File: config.mk
export PLATFORM = sky130hd
export DESIGN_NAME = maxpool
export DESIGN_NICKNAME = d
export VERILOG_FILES = /design/src/rtl/maxpool.sv
export SDC_FILE = /design/constraint.sdc
export NUM_CORES = 1
export LEC_CHECK = 0
export ABC_AREA = 1
export ABC_CLOCK_PERIOD_IN_PS = 5850
export CAP_MARGIN = 20
export CORE_UTILIZATION = 29
export CTS_CLUSTER_SIZE = 40
export DETAILED_ROUTE_END_ITERATION = 10
export SKIP_LAST_GASP = 1
export SLEW_MARGIN = 5
export SYNTH_ARGS = -nofsm -noshare
export SYNTH_HDL_FRONTEND = slang
export SYNTH_SLANG_ARGS = --single-unit
File: constraint.sdc
create_clock -name clk -period 5.85 [get_ports clk]
set_input_delay 1.4625 -clock clk [delete_from_list [all_inputs] [get_ports clk]]
set_output_delay 1.4625 -clock clk [all_outputs]
set_load 0.005 [all_outputs]
File: src/rtl/maxpool.sv
// 2x2, stride-2 max pooling over a channel-major conv/ReLU buffer.
// One read is issued per cycle, and each window max is written two cycles after that window's last read.
module maxpool #(
   parameter int DATA_WIDTH = 16,
   parameter int CHANNELS   = 1,
   parameter int IMG_SIZE   = 28,
   localparam int N_IN   = CHANNELS * IMG_SIZE * IMG_SIZE,
   localparam int P      = IMG_SIZE / 2,
   localparam int N_OUT  = CHANNELS * P * P,
   localparam int AW_IN  = (N_IN  > 1) ? $clog2(N_IN)  : 1,
   localparam int AW_OUT = (N_OUT > 1) ? $clog2(N_OUT) : 1
) (
   input  logic                         clk,
   input  logic                         reset,
   input  logic                         start,
   output logic [AW_IN-1:0]             conv_r_addr,
   output logic                         conv_r_en,
   input  logic signed [DATA_WIDTH-1:0] conv_r_q,
   output logic [AW_OUT-1:0]            pool_w_addr,
   output logic                         pool_w_en,
   output logic                         pool_w_we,
   output logic signed [DATA_WIDTH-1:0] pool_w_d,
   output logic                         done
);
   localparam int CW = (CHANNELS > 1) ? $clog2(CHANNELS) : 1;
   localparam int PW = (P > 1) ? $clog2(P) : 1;

   if (IMG_SIZE % 2 != 0) begin : g_img_odd
      $error("maxpool: IMG_SIZE must be even");
   end

   typedef enum logic [1:0] {S_IDLE, S_RUN, S_DRAIN, S_DONE} state_t;

   state_t                       state_q, state_d;
   logic [CW-1:0]                ch_q, ch_d;
   logic [PW-1:0]                pr_q, pr_d, pc_q, pc_d;
   logic [1:0]                   el_q, el_d;
   logic [AW_IN-1:0]             rd_addr_q, rd_addr_d;
   logic                         rd_en_q, rd_en_d;
   logic                         dv_q, dv_d, df_q, df_d, dl_q, dl_d;
   logic [AW_OUT-1:0]            dwin_q, dwin_d;
   logic signed [DATA_WIDTH-1:0] acc_q, acc_d, max_now;
   logic [AW_OUT-1:0]            wr_addr_q, wr_addr_d;
   logic signed [DATA_WIDTH-1:0] wr_data_q, wr_data_d;
   logic                         wr_en_q, wr_en_d;
   logic                         done_q, done_d;
   logic                         last_rd;

   always_comb begin
      state_d   = state_q;
      ch_d      = ch_q;
      pr_d      = pr_q;
      pc_d      = pc_q;
      el_d      = el_q;
      rd_en_d   = 1'b0;
      rd_addr_d = rd_addr_q;
      done_d    = 1'b0;
      last_rd   = (int'(ch_q) == CHANNELS - 1) && (int'(pr_q) == P - 1) &&
                  (int'(pc_q) == P - 1) && (el_q == 2'd3);

      case (state_q)
         S_IDLE: begin
            if (start) begin
               state_d = S_RUN;
               rd_en_d = 1'b1;
               ch_d    = '0;
               pr_d    = '0;
               pc_d    = '0;
               el_d    = '0;
            end
         end
         S_RUN: begin
            if (last_rd) begin
               state_d = S_DRAIN;
            end else begin
               rd_en_d = 1'b1;
               el_d    = el_q + 2'd1;
               if (el_q == 2'd3) begin
                  if (int'(pc_q) == P - 1) begin
                     pc_d = '0;
                     if (int'(pr_q) == P - 1) begin
                        pr_d = '0;
                        ch_d = ch_q + 1'b1;
                     end else begin
                        pr_d = pr_q + 1'b1;
                     end
                  end else begin
                     pc_d = pc_q + 1'b1;
                  end
               end
            end
         end
         S_DRAIN: begin
            // Only the final window's write can land while draining.
            if (wr_en_q) begin
               state_d = S_DONE;
               done_d  = 1'b1;
            end
         end
         S_DONE:  state_d = S_IDLE;
         default: state_d = S_IDLE;
      endcase

      if (rd_en_d) begin
         rd_addr_d = AW_IN'(int'(ch_d) * IMG_SIZE * IMG_SIZE
                          + (2 * int'(pr_d) + int'(el_d[1])) * IMG_SIZE
                          + 2 * int'(pc_d) + int'(el_d[0]));
      end

      // Tags travel with the read so they line up with conv_r_q one cycle later.
      dv_d   = rd_en_q;
      df_d   = (el_q == 2'd0);
      dl_d   = (el_q == 2'd3);
      dwin_d = AW_OUT'(int'(ch_q) * P * P + int'(pr_q) * P + int'(pc_q));

      max_now   = (df_q || (conv_r_q > acc_q)) ? conv_r_q : acc_q;
      acc_d     = acc_q;
      wr_en_d   = 1'b0;
      wr_addr_d = wr_addr_q;
      wr_data_d = wr_data_q;
      if (dv_q) begin
         acc_d = max_now;
         if (dl_q) begin
            wr_en_d   = 1'b1;
            wr_addr_d = dwin_q;
            wr_data_d = max_now;
         end
      end
   end

   always_ff @(posedge clk) begin
      if (reset) begin
         state_q   <= S_IDLE;
         ch_q      <= '0;
         pr_q      <= '0;
         pc_q      <= '0;
         el_q      <= '0;
         rd_addr_q <= '0;
         rd_en_q   <= 1'b0;
         dv_q      <= 1'b0;
         df_q      <= 1'b0;
         dl_q      <= 1'b0;
         dwin_q    <= '0;
         acc_q     <= '0;
         wr_addr_q <= '0;
         wr_data_q <= '0;
         wr_en_q   <= 1'b0;
         done_q    <= 1'b0;
      end else begin
         state_q   <= state_d;
         ch_q      <= ch_d;
         pr_q      <= pr_d;
         pc_q      <= pc_d;
         el_q      <= el_d;
         rd_addr_q <= rd_addr_d;
         rd_en_q   <= rd_en_d;
         dv_q      <= dv_d;
         df_q      <= df_d;
         dl_q      <= dl_d;
         dwin_q    <= dwin_d;
         acc_q     <= acc_d;
         wr_addr_q <= wr_addr_d;
         wr_data_q <= wr_data_d;
         wr_en_q   <= wr_en_d;
         done_q    <= done_d;
      end
   end

   assign conv_r_addr = rd_addr_q;
   assign conv_r_en   = rd_en_q;
   assign pool_w_addr = wr_addr_q;
   assign pool_w_en   = wr_en_q;
   assign pool_w_we   = wr_en_q;
   assign pool_w_d    = wr_data_q;
   assign done        = done_q;
endmodule

==> results of run 1 <==
[report_power, final]
part,switching [W],internal (W),total [W]
clock,0.000251,0.000343,0.000594
sequential,0.0000345,0.000578,0.000613
combinational,0.000261,0.000164,0.000425
[sequential cells by signal, indices dropped and copies added (netlist names)]
| signal | cells |
|---|---|
| pool_w_addr | 8 |
| df_q | 1 |
| ch_q | 1 |
| pool_w_d | 16 |
| conv_r_addr | 10 |
| dwin_q | 8 |
| state_q | 2 |
| el_q | 2 |
| conv_r_en | 1 |
| pool_w_en | 1 |
| dv_q | 1 |
| done | 1 |
| pc_q | 4 |
| acc_q | 16 |
| dl_q | 1 |
| pr_q | 4 |
[cell usage after synthesis, types with 3 or more instances]
cell | instances | area share, %
inv_1 | 115 | 8.8
nand2_1 | 101 | 7.7
nor2_1 | 80 | 6.1
dfxtp_1 | 77 | 31
nand3_1 | 65 | 6.6
ha_1 | 51 | 13
a21oi_1 | 43 | 4.4
o21ai_0 | 20 | 2.0
fa_1 | 13 | 5.3
nand2_4 | 11 | 2.5
clkbuf_1 | 8 | 0.61
xor2_1 | 8 | 1.4
inv_2 | 6 | 0.46
nand2_2 | 6 | 0.76
o21ai_1 | 5 | 0.51
nor3_1 | 4 | 0.41
o21bai_1 | 4 | 0.61
xnor2_1 | 4 | 0.71
a211oi_1 | 3 | 0.46
a21o_1 | 3 | 0.46
a21oi_2 | 3 | 0.54
buf_2 | 3 | 0.31
[through the flow]
step | util, % | setup WS, ns
6_report | 35.8 | 0.672
5_1_grt | 35.8 | 0.277
4_1_cts | 35.8 | 0.678
3_5_place_dp | 33.9 | 0.311
3_3_place_gp | 33.9 | 0.394
2_1_floorplan | - | 1.20
[worst max-delay path: stages]
cell and delay (ns):
clkdlybuf4s50_1 0.56, nor2_1 0.10, a21oi_2 0.19, inv_2 0.11, o21ai_0 0.23, nand2_1 0.24
fa_1 0.60, ha_1 0.24, fa_1 0.49, fa_1 0.47, a21oi_1 0.17, nor2_1 0.09
nand3_1 0.12, inv_1 0.04, nand2_1 0.07, nand2_1 0.05, nand2_1 0.05, nand3_1 0.06
nand2_1 0.06, inv_1 0.03
[logic make-up after synthesis]
logic type      after synthesis  synth area share [%]
fa+ha+maj                    64                  18.3
compound gates               86                  10.0
simple gates                277                  26.0
flops                        77                  31.4
buf+inv                     142                  12.1
xor+xnor                     12                  2.14
[cell type report]
class,instances,area (µm²)
Fill cell,1730,10700
Timing Repair Buffer,58,571
Sequential cell,77,1540
Multi-Input combinational cell,439,2770
Tap cell,220,275
Inverter,122,458
Clock inverter,7,87.6
Clock buffer,9,225
[metal layers]
metal | routed length, µm | track usage, % | vias to the layer above
met5 | 0 | 0 | -
met4 | 65 | 3.10 | 0
met3 | 452 | 3.69 | 7
met2 | 4800 | 20.4 | 79
met1 | 5250 | 17.0 | 1795
li1 | - | - | 2170
[path summary, 6_finish.rpt]
kind	from	endpoint	slack [ns]	cells after the start
max	start	conv_r_addr[9]	0.67	20
min	conv_r_en	dv_q	0.43	2
max reg2reg	pr_q[1]	conv_r_addr[9]	1.26	25
min reg2reg	conv_r_en	dv_q	0.43	2
==> run_results.csv, run 1 <==
group,metric,value,unit
cts,path_clk_slew,0.07,ns
layout,stdcell_count,932,
floorplanning,die_w,132,µm
setup_path,cp-end-kind,"register",
cts,cts_setup_buffers,0,
sta,worst_pin_slew,0.837,ns
cts,clk_latency,0.34,ns
global_route,grt_pass1_vias,3799,
sta,fin_crit_sh,88.5,%
routing,wl_per_cell,11.3,µm
sta,fmax,0.193,GHz
placed_design,dp_hpwl,7560,µm
synthesis,synth_seq_area_share,31.4,%
floorplanning,core_area,16600,µm²
routing,drt_first_iter_violations,181,
power,vdd_drop_max,192,µV
sta,tns,0,ns
cts,clockBufferDepth,2,
global_route,grt_pass1_wl,18000,µm
routing,vias,4051,
floorplanning,io-pin-count,57,
floorplanning,num_rows,47,
global_route,grt.total_usage,12.8,%
cts,cts-htree-levels,3,
run,cap_viol_max_count,0,
placed_design,port_buffers,56,
hold_path,hold_path_class,"reg -> reg",
setup_path,path_class,"in -> reg",
synthesis,synth_nets,741,
placed_design,gp_congestion,0.735,
layout,layout_commonest_cell,"inv_1",
sta,setup_viol,0,
floorplanning,die-area,17500,µm²
cts,cts_buffers,9,
synthesis,synth_area,4910,µm²
layout,fin_area,5930,µm²
setup_path,required,6.10,ns
sta,clock_skew,0.00797,ns
synthesis,ys_ff_latch,77,
synthesis,synth_edf_count,0,
synthesis,ys.flop_type,"dfxtp_1",
run_status,status,"finished clean",
floorplanning,start_util,29.6,%
layout,layout-drive-gt1-share,7.58,%
cts,cts_tree,"done",
sta,whs,0.428,ns
cts,cts_resized,0,
global_route,gr-total-overflow,0,
cts,cts.sinks,77,
setup_path,cp_data_arrival_time,5.42,ns
sta,relSlewSlack,44.1,%
layout,syn_to_final_growth,20.9,%
synthesis,netlist_instances,658,
synthesis,postSynthAreaPerCell,7.46,µm²
routing,dr.pass1.iters,4,
cts,clock-root-buffer,"clkbuf_16",
routing,detail-route-antenna-nets,0,
synthesis,ys_warn_count,0,
power,cellPowerDensity,275,nW/µm²
sta,hold_viol,0,
routing,via_per_inst,4.35,
sta,rsz0062_at_grt,"no",
synthesis,ys_types,41,
global_route,grt_max_degree,60,
placed_design,placedCellCount,916,
layout,fin_nets,790,
setup_path,start_kind,"primary input",
synthesis,async_flop_share,0,%
setup_path,critPathMaxFanout,8,
global_route,antenna_found_initial,0,
placed_design,post_dp_cell_area,5620,µm²
power,p_leak,2.89,nW
layout,final_cell_mix,"115 x inv_1, 101 x nand2_1, 80 x nor2_1",
floorplanning,die_h,132,µm
layout,antennaDiodeCount,0,
power,p_total,0.00163,W
routing,drcViolationCount,0,
sta,layout_min_cycle_time,5.18,ns
sta,finalMaxSlewViolations,0,
cts,cts_hold_buf,0,
routing,drt_wl_total,10600,µm
Power figures use the tool's default switching activity.
==> run 2, diff against run 1 <==
- TNS_END_PERCENT: not set -> 100
==> results of run 2 <==
Final layout, timing and power as in run 1 (identical DEF).
==> run 3, diff against run 2 <==
- ABC_CLOCK_PERIOD_IN_PS: 5850 -> 4550
- clock period: 5.85 -> 4.55 ns (I/O delays scaled with it)
==> run_results.csv, run 3 (same netlist as run 1, synthesis figures left out) <==
group,metric,value,unit
power,vdd_drop_max,190,µV
sta,hold_viol,0,
global_route,antenna_found_initial,0,
layout,layout-drive-gt1-share,11.9,%
routing,drcViolationCount,0,
setup_path,path_class,"reg -> reg",
routing,wl_per_cell,11.1,µm
setup_path,worst-path-buf-inv,5,
cts,clock-root-buffer,"clkbuf_16",
layout,final_cell_mix,"115 x inv_1, 100 x nand2_1, 79 x nor2_1",
floorplanning,die-area,17500,µm²
global_route,grt_max_degree,59,
routing,drt_wl_total,10700,µm
global_route,grt.total_usage,12.7,%
floorplanning,num_rows,47,
routing,drt_first_iter_violations,159,
placed_design,port_buffers,56,
setup_path,critPathMaxFanout,7,
cts,clockBufferDepth,2,
sta,clock_skew,0.00753,ns
global_route,gr-total-overflow,0,
setup_path,required,4.79,ns
layout,stdcell_count,959,
global_route,grt_pass1_wl,18000,µm
floorplanning,start_util,29.6,%
global_route,grt_pass1_vias,3894,
sta,fmax,0.239,GHz
power,p_leak,3.03,nW
sta,whs,0.427,ns
power,p_total,0.00212,W
run_status,status,"finished clean",
placed_design,gp_congestion,0.769,
hold_path,hold_path_class,"reg -> reg",
routing,vias,4165,
layout,fillers,1772,
floorplanning,io-pin-count,57,
setup_path,slowest_delay,0.51,ns
floorplanning,core_area,16600,µm²
layout,antennaDiodeCount,0,
layout,ff_latch_area,1540,µm²
layout,fin_nets,817,
sta,fin_crit_sh,91.9,%
cts,cts-htree-levels,3,
setup_path,cp_data_arrival_time,4.42,ns
placed_design,placedCellCount,942,
cts,clk_latency,0.34,ns
sta,layout_min_cycle_time,4.18,ns
cts,path_clk_slew,0.06,ns
setup_path,path_common_cell,"nand2_1",
setup_path,path_cells,"ha_1 > nand2_1 > inv_1 > ha_1 > inv_1 > nand2_1 > inv_2 > nand3_1 > or2_2 > nand2_2 > fa_1 > ha_1 > fa_1 > fa_2 > a21oi_1 > nor2_1 > nand3_1 > inv_1 > nand2_1 > nand2_1 > nand2_1 > nand3_1 > nand2_1 > inv_1",
sta,setup_viol,0,
floorplanning,die_h,132,µm
routing,via_per_inst,4.34,
run,cap_viol_max_count,0,
floorplanning,die_w,132,µm
cts,cts.sinks,77,
setup_path,cp_slowest_cell,"fa_1",
cts,cts_buffers,9,
setup_path,cp-end-kind,"register",
sta,finalMaxSlewViolations,0,
routing,detail-route-antenna-nets,0,
layout,layout_commonest_cell,"inv_1",
setup_path,start_kind,"register",
sta,worst_pin_slew,0.665,ns
layout,syn_to_final_growth,25.5,%
routing,dr.pass1.iters,4,
sta,rsz0062_at_grt,"no",
cts,cts_tree,"done",
placed_design,dp_hpwl,7740,µm
setup_path,path_delay_family,"adder cells",
sta,relSlewSlack,55.6,%
power,cellPowerDensity,343,nW/µm²
layout,multi_input_area,2810,µm²
layout,post-route-util,37.2,%
-- run 3: timing repair --
| action | in CTS | in global routing |
|---|---|---|
| resized for setup | 0 | 11 |
| endpoints found under the setup margin | 0 | 4 |
| hold buffers | 0 | 0 |
| buffers inserted | 0 | 1 |
-- run 3: power by group --
group          switching (W)  leakage (nW)  internal (W)  total (W)
combinational       0.000357          2.26      0.000239   0.000596
sequential         0.0000353         0.625      0.000744   0.000779
clock               0.000308         0.149      0.000434   0.000741
-- run 3: per-layer routing --
| metal | global-route usage (%) | vias up | share of wire [%] |
|---|---|---|---|
| li1 | - | 2225 | - |
| met1 | 15.9 | 1864 | 48 |
| met2 | 21.5 | 70 | 46 |
| met3 | 3.73 | 6 | 4.4 |
| met4 | 3.29 | 0 | 0.85 |
| met5 | 0 | - | 0 |
-- run 3: final timing paths --
kind | start | end | slack, ns | depth (start not counted)
setup / recovery | pr_q[3] | conv_r_addr[9] | 0.37 | 24
hold / removal | conv_r_en | dv_q | 0.43 | 2
setup reg to reg | pr_q[3] | conv_r_addr[9] | 0.37 | 24
hold reg to reg | conv_r_en | dv_q | 0.43 | 2
-- run 3: final cells by class --
class	count	area share (%)
Clock inverter	7	1.30
Tap cell	220	4.47
Clock buffer	9	3.65
Inverter	122	7.43
Sequential cell	77	25.0
Multi-Input combinational cell	439	45.5
Timing Repair Buffer	85	12.6
-- run 3: worst reg2reg max path, delay by kind of cell, from the launching register on --
kind / cells / cell delay (ns)
and+or+nand+nor: 12 / 1.23
buffers and inverters: 5 / 0.29
adders and majority gates: 6 / 2.06
DFF: 1 / 0.39
AOI/OAI and AO/OA: 1 / 0.14
-- run 3: per-stage QoR --
step / TNS (ns) / setup slack, ns / instance area [µm²]
CTS: 0 / 0.00745 / 6120
finish: 0 / 0.369 / 6160
detailed placement: -0.978 / -0.333 / 5810
floorplan: 0 / 0.226 / 4910
global route: 0 / 0.0520 / 6160
global placement: -0.704 / -0.269 / 5810
